<file path="src/rtl/adc_spi_capture.sv">
// Paces conversions of a 16-bit serial ADC: CONVST pulse, conversion wait, 16-bit MSB-first
// read over SCLK/CS_N, then a one-cycle adc_data_valid strobe with the captured word.
module adc_spi_capture #(
  parameter int SAMPLE_PERIOD = 100,
  parameter int CONVST_CYCLES = 4,
  parameter int CONV_WAIT     = 10,
  parameter int CLK_DIV       = 2
) (
  input  logic        clk,
  input  logic        rstn,
  input  logic        enable,
  input  logic        adc_bypass,
  input  logic        clear_overrun,
  input  logic        adc_sdo,
  output logic        adc_convst,
  output logic        adc_cs_n,
  output logic        adc_sclk,
  output logic [15:0] adc_data,
  output logic        adc_data_valid,
  output logic        sample_overrun,
  output logic [31:0] sample_count,
  output logic [2:0]  dbg_state
);

  typedef enum logic [2:0] {
    S_IDLE   = 3'd0,
    S_CONVST = 3'd1,
    S_WAIT   = 3'd2,
    S_SHIFT  = 3'd3,
    S_DONE   = 3'd4
  } state_t;

  state_t      state_q, state_d;
  logic [31:0] per_cnt_q, per_cnt_d;
  logic [31:0] st_cnt_q, st_cnt_d;
  logic [31:0] div_cnt_q, div_cnt_d;
  logic        high_q, high_d;
  logic [3:0]  bit_cnt_q, bit_cnt_d;
  logic [15:0] shreg_q, shreg_d;
  logic [15:0] data_q, data_d;
  logic        valid_q, valid_d;
  logic        overrun_q, overrun_d;
  logic [31:0] count_q, count_d;
  logic        tick;
  logic        start;

  always_comb begin
    state_d   = state_q;
    per_cnt_d = per_cnt_q;
    st_cnt_d  = st_cnt_q;
    div_cnt_d = div_cnt_q;
    high_d    = high_q;
    bit_cnt_d = bit_cnt_q;
    shreg_d   = shreg_q;
    data_d    = data_q;
    valid_d   = 1'b0;
    overrun_d = overrun_q;
    count_d   = count_q;

    tick  = enable && (per_cnt_q == 32'(SAMPLE_PERIOD - 1));
    start = tick && !adc_bypass;

    if (!enable || tick) per_cnt_d = 32'd0;
    else                 per_cnt_d = per_cnt_q + 32'd1;

    // A start request while a conversion is in flight is dropped and flagged; set beats clear.
    if (start && (state_q != S_IDLE)) overrun_d = 1'b1;
    else if (clear_overrun)           overrun_d = 1'b0;

    case (state_q)
      S_IDLE: begin
        if (start) begin
          state_d  = S_CONVST;
          st_cnt_d = 32'd0;
        end
      end
      S_CONVST: begin
        if (st_cnt_q == 32'(CONVST_CYCLES - 1)) begin
          state_d  = S_WAIT;
          st_cnt_d = 32'd0;
        end else begin
          st_cnt_d = st_cnt_q + 32'd1;
        end
      end
      S_WAIT: begin
        if (st_cnt_q == 32'(CONV_WAIT - 1)) begin
          state_d   = S_SHIFT;
          st_cnt_d  = 32'd0;
          div_cnt_d = 32'd0;
          high_d    = 1'b0;
          bit_cnt_d = 4'd0;
        end else begin
          st_cnt_d = st_cnt_q + 32'd1;
        end
      end
      S_SHIFT: begin
        if (div_cnt_q == 32'(CLK_DIV - 1)) begin
          div_cnt_d = 32'd0;
          if (!high_q) begin
            // This edge drives SCLK 0->1, so it is the capture point for the current bit.
            high_d  = 1'b1;
            shreg_d = {shreg_q[14:0], adc_sdo};
          end else begin
            high_d = 1'b0;
            if (bit_cnt_q == 4'd15) state_d = S_DONE;
            else                    bit_cnt_d = bit_cnt_q + 4'd1;
          end
        end else begin
          div_cnt_d = div_cnt_q + 32'd1;
        end
      end
      S_DONE: begin
        data_d  = shreg_q;
        valid_d = 1'b1;
        count_d = count_q + 32'd1;
        state_d = S_IDLE;
      end
      default: state_d = S_IDLE;
    endcase
  end

  always_ff @(posedge clk or negedge rstn) begin
    if (!rstn) begin
      state_q   <= S_IDLE;
      per_cnt_q <= 32'd0;
      st_cnt_q  <= 32'd0;
      div_cnt_q <= 32'd0;
      high_q    <= 1'b0;
      bit_cnt_q <= 4'd0;
      shreg_q   <= 16'd0;
      data_q    <= 16'd0;
      valid_q   <= 1'b0;
      overrun_q <= 1'b0;
      count_q   <= 32'd0;
    end else begin
      state_q   <= state_d;
      per_cnt_q <= per_cnt_d;
      st_cnt_q  <= st_cnt_d;
      div_cnt_q <= div_cnt_d;
      high_q    <= high_d;
      bit_cnt_q <= bit_cnt_d;
      shreg_q   <= shreg_d;
      data_q    <= data_d;
      valid_q   <= valid_d;
      overrun_q <= overrun_d;
      count_q   <= count_d;
    end
  end

  assign adc_convst     = (state_q == S_CONVST);
  assign adc_cs_n       = (state_q != S_SHIFT);
  assign adc_sclk       = (state_q == S_SHIFT) && high_q;
  assign adc_data       = data_q;
  assign adc_data_valid = valid_q;
  assign sample_overrun = overrun_q;
  assign sample_count   = count_q;
  assign dbg_state      = state_q;

endmodule

</file>
<file path="config.mk">
export PLATFORM = sky130hd
export DESIGN_NAME = adc_spi_capture
export DESIGN_NICKNAME = d
export VERILOG_FILES = /design/src/rtl/adc_spi_capture.sv
export SDC_FILE = /design/constraint.sdc
export NUM_CORES = 1
export LEC_CHECK = 0
export BUFFER_PORTS_ARGS = -buffer_cell sky130_fd_sc_hd__buf_2
export CAP_MARGIN = 20
export CORE_MARGIN = 2
export CORE_UTILIZATION = 30
export DETAILED_ROUTE_END_ITERATION = 7
export GPL_TIMING_DRIVEN = 1
export HOLD_SLACK_MARGIN = 0.02
export PLACE_DENSITY_LB_ADDON = 0.3
export SYNTH_ARGS = -nofsm -noshare
export SYNTH_HDL_FRONTEND = slang
export SYNTH_SLANG_ARGS = --single-unit
export TNS_END_PERCENT = 50
</file>
<file path="constraint.sdc">
create_clock -name clk -period 3.31 [get_ports clk]
set_input_delay 0.662 -clock clk [delete_from_list [all_inputs] [get_ports clk]]
set_output_delay 0.662 -clock clk [all_outputs]
set_load 0.01 [all_outputs]
</file>
==> implementation parameters, run 1 <==
Parameter                              Value

Clock network
  Maximum clock insertion buffer count    2
  Clk sinks    170
  CTS Buf Count    17
  Clock-pin slew reported for the worst setup and hold paths after clock tree synthesis    0.08 ns
  Clock latency at the later pin of the worst-skew pair    0.44 ns
  H-tree lvl count    4
  CTS-repair resized insts    0
  Post-CTS Setup Bufs    0
  # hold bufs at CTS    0
  Clock tree root driver cell    clkbuf_16
  Clock tree from TritonCTS    built

STA
  Normalized max-slew margin    38.8%
  Final period utilization    81.2%
  Final Hold Viols    0
  Final Slew Violations    0
  Number of endpoints failing setup at the final stage    0
  RSZ-0062 raised after global routing    no
  Final setup margin    0.623 ns
  Setup Skew    0.0249 ns
  Worst-margin pin slew    0.917 ns
  Fmax    0.372 GHz
  Setup TNS    0 ns
  Final worst path period need    2.69 ns

Setup path
  Arrival time worst endpoint    3.00 ns
  Crit path capture type    flip-flop
  Flop-to-flop setup slack    0.62 ns
  Setup Crit Path Kind    flip-flop to flip-flop
  Data required time of the critical path    3.63 ns
  Count of cells along the worst register-to-register path    6
  Startpoint type of the worst setup path    flip-flop
  Critical path fanouts, max    17
  Critical R2R Launch    st_cnt_q[18]
  R2R Path End    dbg_state[0]

Drt
  Remaining number of nets flagged by the antenna check after routing    0
  Vias    7241
  Detailed router's first-iteration violation count    582
  DRC violations left    0
  Detailed-routing iteration count for the pre-antenna-repair pass    5
  Via density per instance    5.29
  Detail-routed net length per standard cell    15.5 um
  Routed Wire Length    21300 um

Pwr
  Leakage dissipation    4.45 nW
  Largest vdd supply drop    0.339 mV
  PwrDens    412 nW/um^2

Cells and area
  Final Non-Filler Cells    1370
  Area growth from synthesis to final layout    16.5%
  Area taken by multi-input logic gates    4350 um^2
  Number of diodes added for antenna fixing    0
  Share of cells above drive strength 1    17.3%
  Sequential cell area in the final layout    4250 um^2
  Net count reported at finish    986
  Total of fill cells in the finished design    2896

Logic synthesis
  Main flop type after synthesis    dfrtp_1
  Post-synth design cell area    8880 um^2
  Gate Count Post-Synth    914
  YS warnings    0
  Number of flip-flops and latches in the synthesized netlist    170
  EDFF count, synth    0
  Synth cell count leaders    dfrtp_1 (170), o21ai_0 (69), nand2_1 (65)
  Post-Syn Nets    927
  Top post-synthesis cells by area    dfrtp_1 (48%), mux2_2 (4.2%), o21ai_0 (3.9%)
  Mapped Avg Cell Area    9.72 um^2
  Most used standard cell by instance count after synthesis    dfrtp_1
  Sequential fraction of the synthesis area    47.9%
  Share of synthesized flip-flops with an asynchronous set or reset    100%
  Most area-hungry cell type in the Yosys netlist    dfrtp_1
  Post-synth top area share    47.9%
  Distinct cell type count of the synthesized netlist    57

Global route
  Via count of the first global-routing pass    6829
  Antenna violations before repair    0
  First-pass GRT wire length    36000 um
  Global Route Usage Sum    14.2%
  Pin count of the biggest net entering global routing    59
  GR Overflow Total    0

Die
  Floorplan die height    176 um
  Floorplan die area    31000 um^2
  Die W    176 um
  I/O pin count    62
  Area of the core region    28900 um^2
  Number of rows in the core area    62
  Initial Util    30.7%

Placed design
  Routability congestion estimate from global placement    0.789
  Half-perimeter wire length after placement    14300 um
  Number of placed cells counting well taps    1338
  Worst Setup Slack post-DPL    0.654 ns
  Port Buffers    61

Min path
  Min-delay worst type    input port to asynchronous set/reset pin

Status
  Run status    complete, no violations

Job
  Max-cap violations    0
where the power goes:
group / leakage [nW] / total, mW / internal [mW] / switching [mW]
Clock: 0.303 / 2.11 / 1.05 / 1.06
Combinational: 1.94 / 0.0680 / 0.0127 / 0.0552
Sequential: 2.21 / 2.08 / 2.08 / 0.00410
Total: 4.45 / 4.26 / 3.14 / 1.12
registers in the layout, indices dropped and copies added (netlist names), 3 cells and up:
signal / count
sample_count: 32
shreg_q: 16
bit_cnt_q: 4
per_cnt_q: 32
adc_data: 16
div_cnt_q: 32
st_cnt_q: 32
dbg_state: 3
worst max-delay path, stage by stage (launching register included):
cell      delay (ns)
dfrtp_1         0.46
or4_1           0.55
or3_1           0.43
o31a_1          0.35
buf_4           0.22
a211oi_2        0.21
mux2_1          0.34
worst max-delay path by stage:
| stage | cells after the start | end | from | slack (ns) |
|---|---|---|---|---|
| after floorplan | 7 | shreg_q[10] | dbg_state[0] | 0.90 |
| after global placement | 6 | dbg_state[0] | st_cnt_q[18] | 0.70 |
| after detailed placement | 6 | dbg_state[0] | st_cnt_q[18] | 0.65 |
| after CTS | 6 | dbg_state[0] | st_cnt_q[18] | 0.63 |
| after global routing | 6 | dbg_state[0] | st_cnt_q[24] | 0.49 |
| final | 6 | dbg_state[0] | st_cnt_q[18] | 0.62 |
cell families (layout without fill, tap and decap cells):
| group | after synthesis | in the layout | share of synthesized area, % |
|---|---|---|---|
| AO/OA/AOI/OAI | 180 | 180 | 12.9 |
| XOR/XNOR | 56 | 56 | 5.52 |
| adder cells (fa/ha/maj) | 7 | 7 | 0.986 |
| buffers and inverters | 78 | 150 | 3.52 |
| flip-flops | 170 | 170 | 47.9 |
| multiplexers | 45 | 45 | 5.55 |
| AND/OR/NAND/NOR | 378 | 378 | 23.6 |
final cells by class:
class	count	share of cell area [%]
Clock inverter	15	1.92
Inverter	30	1.09
Clock buffer	17	4.11
Tap cell	384	4.64
Timing Repair Buffer	88	5.09
Sequential cell	170	41.1
Multi-Input combinational cell	666	42.0
per-layer routing:
layer	part of all wire [%]	routed length, um	track usage [%]	vias up
li1	-	-	-	3531
met1	49	10400	20.0	3561
met2	46	9820	22.2	132
met3	3.9	837	2.86	17
met4	0.81	172	3.51	0
met5	0	0	0	-
cell usage in the layout (no fill, tap or decap), drive strengths merged, types with 14 or more instances in the layout:
master | netlist | routed
nand3 | 58 | 58
nand2 | 65 | 65
and3 | 16 | 16
and4 | 21 | 21
nor4 | 35 | 35
or3 | 14 | 14
buf | 17 | 88
o22ai | 19 | 19
mux2 | 34 | 34
nor3 | 35 | 35
clkbuf | 31 | 17
o211ai | 14 | 14
dfrtp | 170 | 170
xor2 | 17 | 17
nor2 | 47 | 47
nand4 | 35 | 35
xnor2 | 39 | 39
a211oi | 17 | 17
a21oi | 15 | 15
inv | 29 | 40
o21ai | 69 | 69
per-stage QoR:
stage / total power, mW / hold WS [ns] / cell area (um^2) / util, %
floorplan: 2.13 / 0.366 / 8880 / -
global placement: 2.20 / 0.469 / 9720 / 33.6
detailed placement: 2.20 / 0.470 / 9720 / 33.6
CTS: 4.33 / 0.217 / 10300 / 35.7
global route: 4.45 / 0.233 / 10300 / 35.7
finish: 4.26 / 0.194 / 10300 / 35.7
Power figures use the tool's default switching activity.
==> run 2: changes to the inputs <==
- clock period: 3.31 -> 2.5 ns (I/O delays scaled with it)
==> run 2 against run 1 <==
Sequential share of layout area is 1.4 points lower. Global-route usage is 0.26 points higher. Clock power is 29% higher. Critical path depth is 1 higher. Highest routed layer unchanged. Largest cell class unchanged. Cell count is 2.6% higher. First-iteration DRC count is 26% lower.
==> implementation parameters, run 2 (same netlist as run 1, synthesis figures left out) <==
Parameter                              Value

Setup path
  R2R Path End    div_cnt_q[5]
  Startpoint type of the worst setup path    flip-flop
  Flop-to-flop setup slack    0.04 ns
  Count of cells along the worst register-to-register path    7
  Arrival time worst endpoint    2.78 ns
  Setup Crit Path Kind    flip-flop to flip-flop
  Data required time of the critical path    2.82 ns
  Critical path fanouts, max    12
  Crit path capture type    flip-flop
  Critical R2R Launch    st_cnt_q[20]

Clock network
  Clk sinks    170
  Clock tree root driver cell    clkbuf_16
  Clock-pin slew reported for the worst setup and hold paths after clock tree synthesis    0.08 ns
  Clock tree from TritonCTS    built
  CTS Buf Count    17
  H-tree lvl count    4
  Clock latency at the later pin of the worst-skew pair    0.45 ns
  Maximum clock insertion buffer count    2
  # hold bufs at CTS    0
  Post-CTS Setup Bufs    0

Pwr
  PwrDens    521 nW/um^2
  Largest vdd supply drop    0.408 mV
  Leakage dissipation    4.65 nW
  Sum of internal, switching and leakage power    5.58 mW

Drt
  Detail-routed net length per standard cell    15.6 um
  Remaining number of nets flagged by the antenna check after routing    0
  Via density per instance    5.26
  Detailed-routing iteration count for the pre-antenna-repair pass    5
  DRC violations left    0
  Detailed router's first-iteration violation count    428
  Vias    7389
  Routed Wire Length    21900 um

STA
  Final setup margin    0.0384 ns
  Final Hold Viols    0
  Final Slew Violations    0
  Final worst path period need    2.46 ns
  Fmax    0.406 GHz
  Number of endpoints failing setup at the final stage    0
  Worst-margin pin slew    0.842 ns
  Final period utilization    98.5%
  Setup Skew    0.0275 ns
  Setup TNS    0 ns
  Normalized max-slew margin    43.9%

Placed design
  Worst Setup Slack post-DPL    0.0145 ns
  Port Buffers    61
  Half-perimeter wire length after placement    14800 um
  Routability congestion estimate from global placement    0.795

Cells and area
  Most frequent standard cell in the layout excluding fill and tap cells    dfrtp_1
  Area growth from synthesis to final layout    20.6%
  Share of cells above drive strength 1    20.6%
  Number of diodes added for antenna fixing    0
  Most frequent cells in the layout    dfrtp_1 (170), o21ai_0 (69), nand2_1 (65)
  Net count reported at finish    1022
  Total of fill cells in the finished design    2877

Die
  Initial Util    30.7%
  I/O pin count    62
  Floorplan die height    176 um
  Area of the core region    28900 um^2
  Die W    176 um
  Floorplan die area    31000 um^2
  Number of rows in the core area    62

Status
  Run status    complete, no violations

Global route
  Via count of the first global-routing pass    7072
  GR Overflow Total    0
  Antenna violations before repair    0
  First-pass GRT wire length    36500 um
  Pin count of the biggest net entering global routing    56
  Global Route Usage Sum    14.4%

Min path
  Min-delay worst type    input port to asynchronous set/reset pin

Job
  Max-cap violations    0
==> run 2: changes by cell type in the layout (fill, tap and decap cells not counted), moves of 2 or more <==
cell,delta
buf_4,+30
buf_12,+6
clkinv_8,+5
inv_12,-4
clkinv_4,+2
inv_8,-2
==> run 2: worst max-delay path by stage <==
stage / slack [ns] / end / from
after global placement: 0.05 / bit_cnt_q[2] / st_cnt_q[20]
after CTS: 0.006 / bit_cnt_q[0] / st_cnt_q[20]
after detailed placement: 0.01 / bit_cnt_q[0] / st_cnt_q[20]
after global routing: -0.02 / div_cnt_q[27] / st_cnt_q[20]
final: 0.04 / div_cnt_q[5] / st_cnt_q[20]
after floorplan: 0.09 / shreg_q[10] / dbg_state[0]
==> run 2: layout make-up <==
cell class	count	area [um^2]	share of cell area, %
Multi-Input combinational cell	666	4360	40.7
Sequential cell	170	4250	39.7
Timing Repair Buffer	124	872	8.15
Tap cell	384	480	4.49
Clock buffer	17	425	3.97
Clock inverter	15	201	1.88
Inverter	30	113	1.05
==> run 2: layer usage <==
metal	track usage (%)	routed length (um)	vias up
met1	19.8	10500	3634
met5	0	0	-
met2	23.3	10300	125
met3	3.14	838	25
li1	-	-	3605
met4	3.31	249	0
==> run 2: timing repair <==
item                                   in CTS  in global routing
resized for setup                           0                  4
endpoints found under the hold margin       0                  0
setup endpoints to repair                   0                 20
==> run 2: where the power goes <==
| group | internal [mW] | total [mW] | switching, mW |
|---|---|---|---|
| registers | 2.75 | 2.76 | 0.00486 |
| clock network | 1.37 | 2.73 | 1.36 |
| logic | 0.0220 | 0.0962 | 0.0742 |
| total | 4.14 | 5.58 | 1.44 |
==> run 2: stage by stage <==
step	hold WS (ns)	util [%]	cells	area, um^2
after floorplan	0.204	-	914	8880
after global placement	0.457	34.8	1374	10100
after detailed placement	0.459	34.8	1374	10100
after CTS	0.0389	36.9	1406	10700
after global routing	0.0630	37.0	1406	10700
final	0.0257	37.0	1406	10700
==> run 2: worst max-delay path, cell delays in order (launching register included) <==
cell	delay, ns
dfrtp_1	0.37
or4_1	0.58
nor4_1	0.44
buf_4	0.20
a21oi_2	0.19
buf_4	0.23
a211oi_1	0.21
mux2i_1	0.11
==> run 3: changes to the inputs <==
- CORE_UTILIZATION: 30 -> 44
==> run 3 against run 2 <==
Via count grew 0.22%. Largest cell class unchanged. Sequential power is essentially flat. Critical endpoint is now bit_cnt_q[2]. Hold slack gained 0.26 ns. Power is essentially flat.
==> implementation parameters, run 3 (same netlist as run 1, synthesis figures left out) <==
Parameter                              Value

STA
  Final period utilization    95.8%
  Worst hold margin    0.284 ns
  Final Slew Violations    0
  Worst-margin pin slew    1.03 ns
  Fmax    0.418 GHz
  Setup TNS    0 ns
  Number of endpoints failing setup at the final stage    0
  Normalized max-slew margin    31.0%
  Final worst path period need    2.39 ns
  Final Hold Viols    0
  RSZ-0062 raised after global routing    no
  Setup Skew    0.0156 ns

Drt
  Detailed router's first-iteration violation count    441
  Routed Wire Length    20800 um
  Vias    7405
  Detailed-routing iteration count for the pre-antenna-repair pass    5
  DRC violations left    0
  Remaining number of nets flagged by the antenna check after routing    0
  Detail-routed net length per standard cell    16.2 um
  Via density per instance    5.77

Die
  Number of rows in the core area    51
  I/O pin count    62
  Floorplan die height    146 um
  Area of the core region    19700 um^2
  Floorplan die area    21300 um^2
  Initial Util    45.2%
  Die W    146 um

Global route
  Global Route Usage Sum    19.8%
  First-pass GRT wire length    35300 um
  Antenna violations before repair    0
  Via count of the first global-routing pass    7008
  Pin count of the biggest net entering global routing    55
  GR Overflow Total    0

Cells and area
  Net count reported at finish    1018
  Most frequent cells in the layout    dfrtp_1 (170), o21ai_0 (69), nand2_1 (65)
  Number of diodes added for antenna fixing    0
  Most frequent standard cell in the layout excluding fill and tap cells    dfrtp_1
  Share of cells above drive strength 1    20.0%
  Final standard cell utilization of the core    53.4%
  Total of fill cells in the finished design    1798
  Area growth from synthesis to final layout    18.1%

Setup path
  Data required time of the critical path    2.82 ns
  Count of cells along the worst register-to-register path    8
  Arrival time worst endpoint    2.72 ns
  Critical path fanouts, max    7
  Startpoint type of the worst setup path    flip-flop
  Crit path capture type    flip-flop
  Setup Crit Path Kind    flip-flop to flip-flop

Pwr
  Largest vdd supply drop    0.478 mV
  Leakage dissipation    4.62 nW
  PwrDens    533 nW/um^2

Clock network
  Maximum clock insertion buffer count    2
  Clk sinks    170
  H-tree lvl count    4
  Clock tree root driver cell    clkbuf_16
  Clock latency at the later pin of the worst-skew pair    0.44 ns
  Clock tree from TritonCTS    built
  Post-CTS Setup Bufs    0
  CTS Buf Count    17
  Clock-pin slew reported for the worst setup and hold paths after clock tree synthesis    0.08 ns

Placed design
  Half-perimeter wire length after placement    14000 um
  Routability congestion estimate from global placement    0.872
  Port Buffers    61

Status
  Run status    complete, no violations

Min path
  Min-delay worst type    input port to flip-flop
  Count of cells along the worst hold path    2

Job
  Max-cap violations    0
run 3: changes by cell type in the layout (fill, tap and decap cells not counted), sizes merged:
cell	delta
inv	+3
clkinv	-3
dlygate4sd3	+1
buf	-6
a21oi	+1
run 3: worst max-delay path, stage by stage, from the launching register on:
cell     delay, ns
dfrtp_1       0.41
inv_1         0.09
ha_1          0.14
nor4b_1       0.32
and4_2        0.36
buf_4         0.14
nand3_1       0.19
or3_1         0.37
a32o_1        0.26
run 3: power by group:
group / internal, mW / total, mW / switching (mW)
clock network: 1.38 / 2.74 / 1.35
logic: 0.0202 / 0.0917 / 0.0716
registers: 2.75 / 2.76 / 0.00474
run 3: worst paths after layout:
kind,start,endpoint,slack [ns]
setup reg to reg,div_cnt_q[1],bit_cnt_q[2],0.11
min in group asynchronous,rstn,div_cnt_q[9],0.50
hold reg to reg,sample_count[31],sample_count[31],0.47
hold / removal,clear_overrun,sample_overrun,0.28
setup / recovery,div_cnt_q[1],bit_cnt_q[2],0.11
max in group asynchronous,rstn,per_cnt_q[6],1.33
run 3: layer usage:
metal	vias to the layer above	part of all wire (%)	GRT usage, %
met5	-	0	0
met4	0	1.5	6.55
met3	29	3.8	3.22
met2	158	46	31.0
met1	3620	49	28.2
li1	3598	-	-
run 3: cell type report:
type                            instances  area (um^2)  area share, %
Timing Repair Buffer                  119          800           7.62
Multi-Input combinational cell        667         4360           41.6
Clock inverter                         15          201           1.92
Clock buffer                           17          425           4.06
Inverter                               30          113           1.07
Sequential cell                       170         4250           40.6
Tap cell                              265          332           3.16
run 3: stage by stage:
step / cells / area (um^2) / total power, mW / setup slack [ns]
2_1_floorplan: 914 / 8880 / 2.83 / 0.0901
3_3_place_gp: 1249 / 9830 / 2.90 / 0.103
3_5_place_dp: 1249 / 9830 / 2.91 / 0.0802
4_1_cts: 1282 / 10500 / 5.65 / 0.0605
5_1_grt: 1283 / 10500 / 5.79 / 0.0121
6_report: 1283 / 10500 / 5.59 / 0.106
run 3: timing repair:
action,in CTS,in global routing
hold endpoints to repair,24,0
resized for setup,0,2
setup endpoints to repair,0,16
hold buffers,1,0
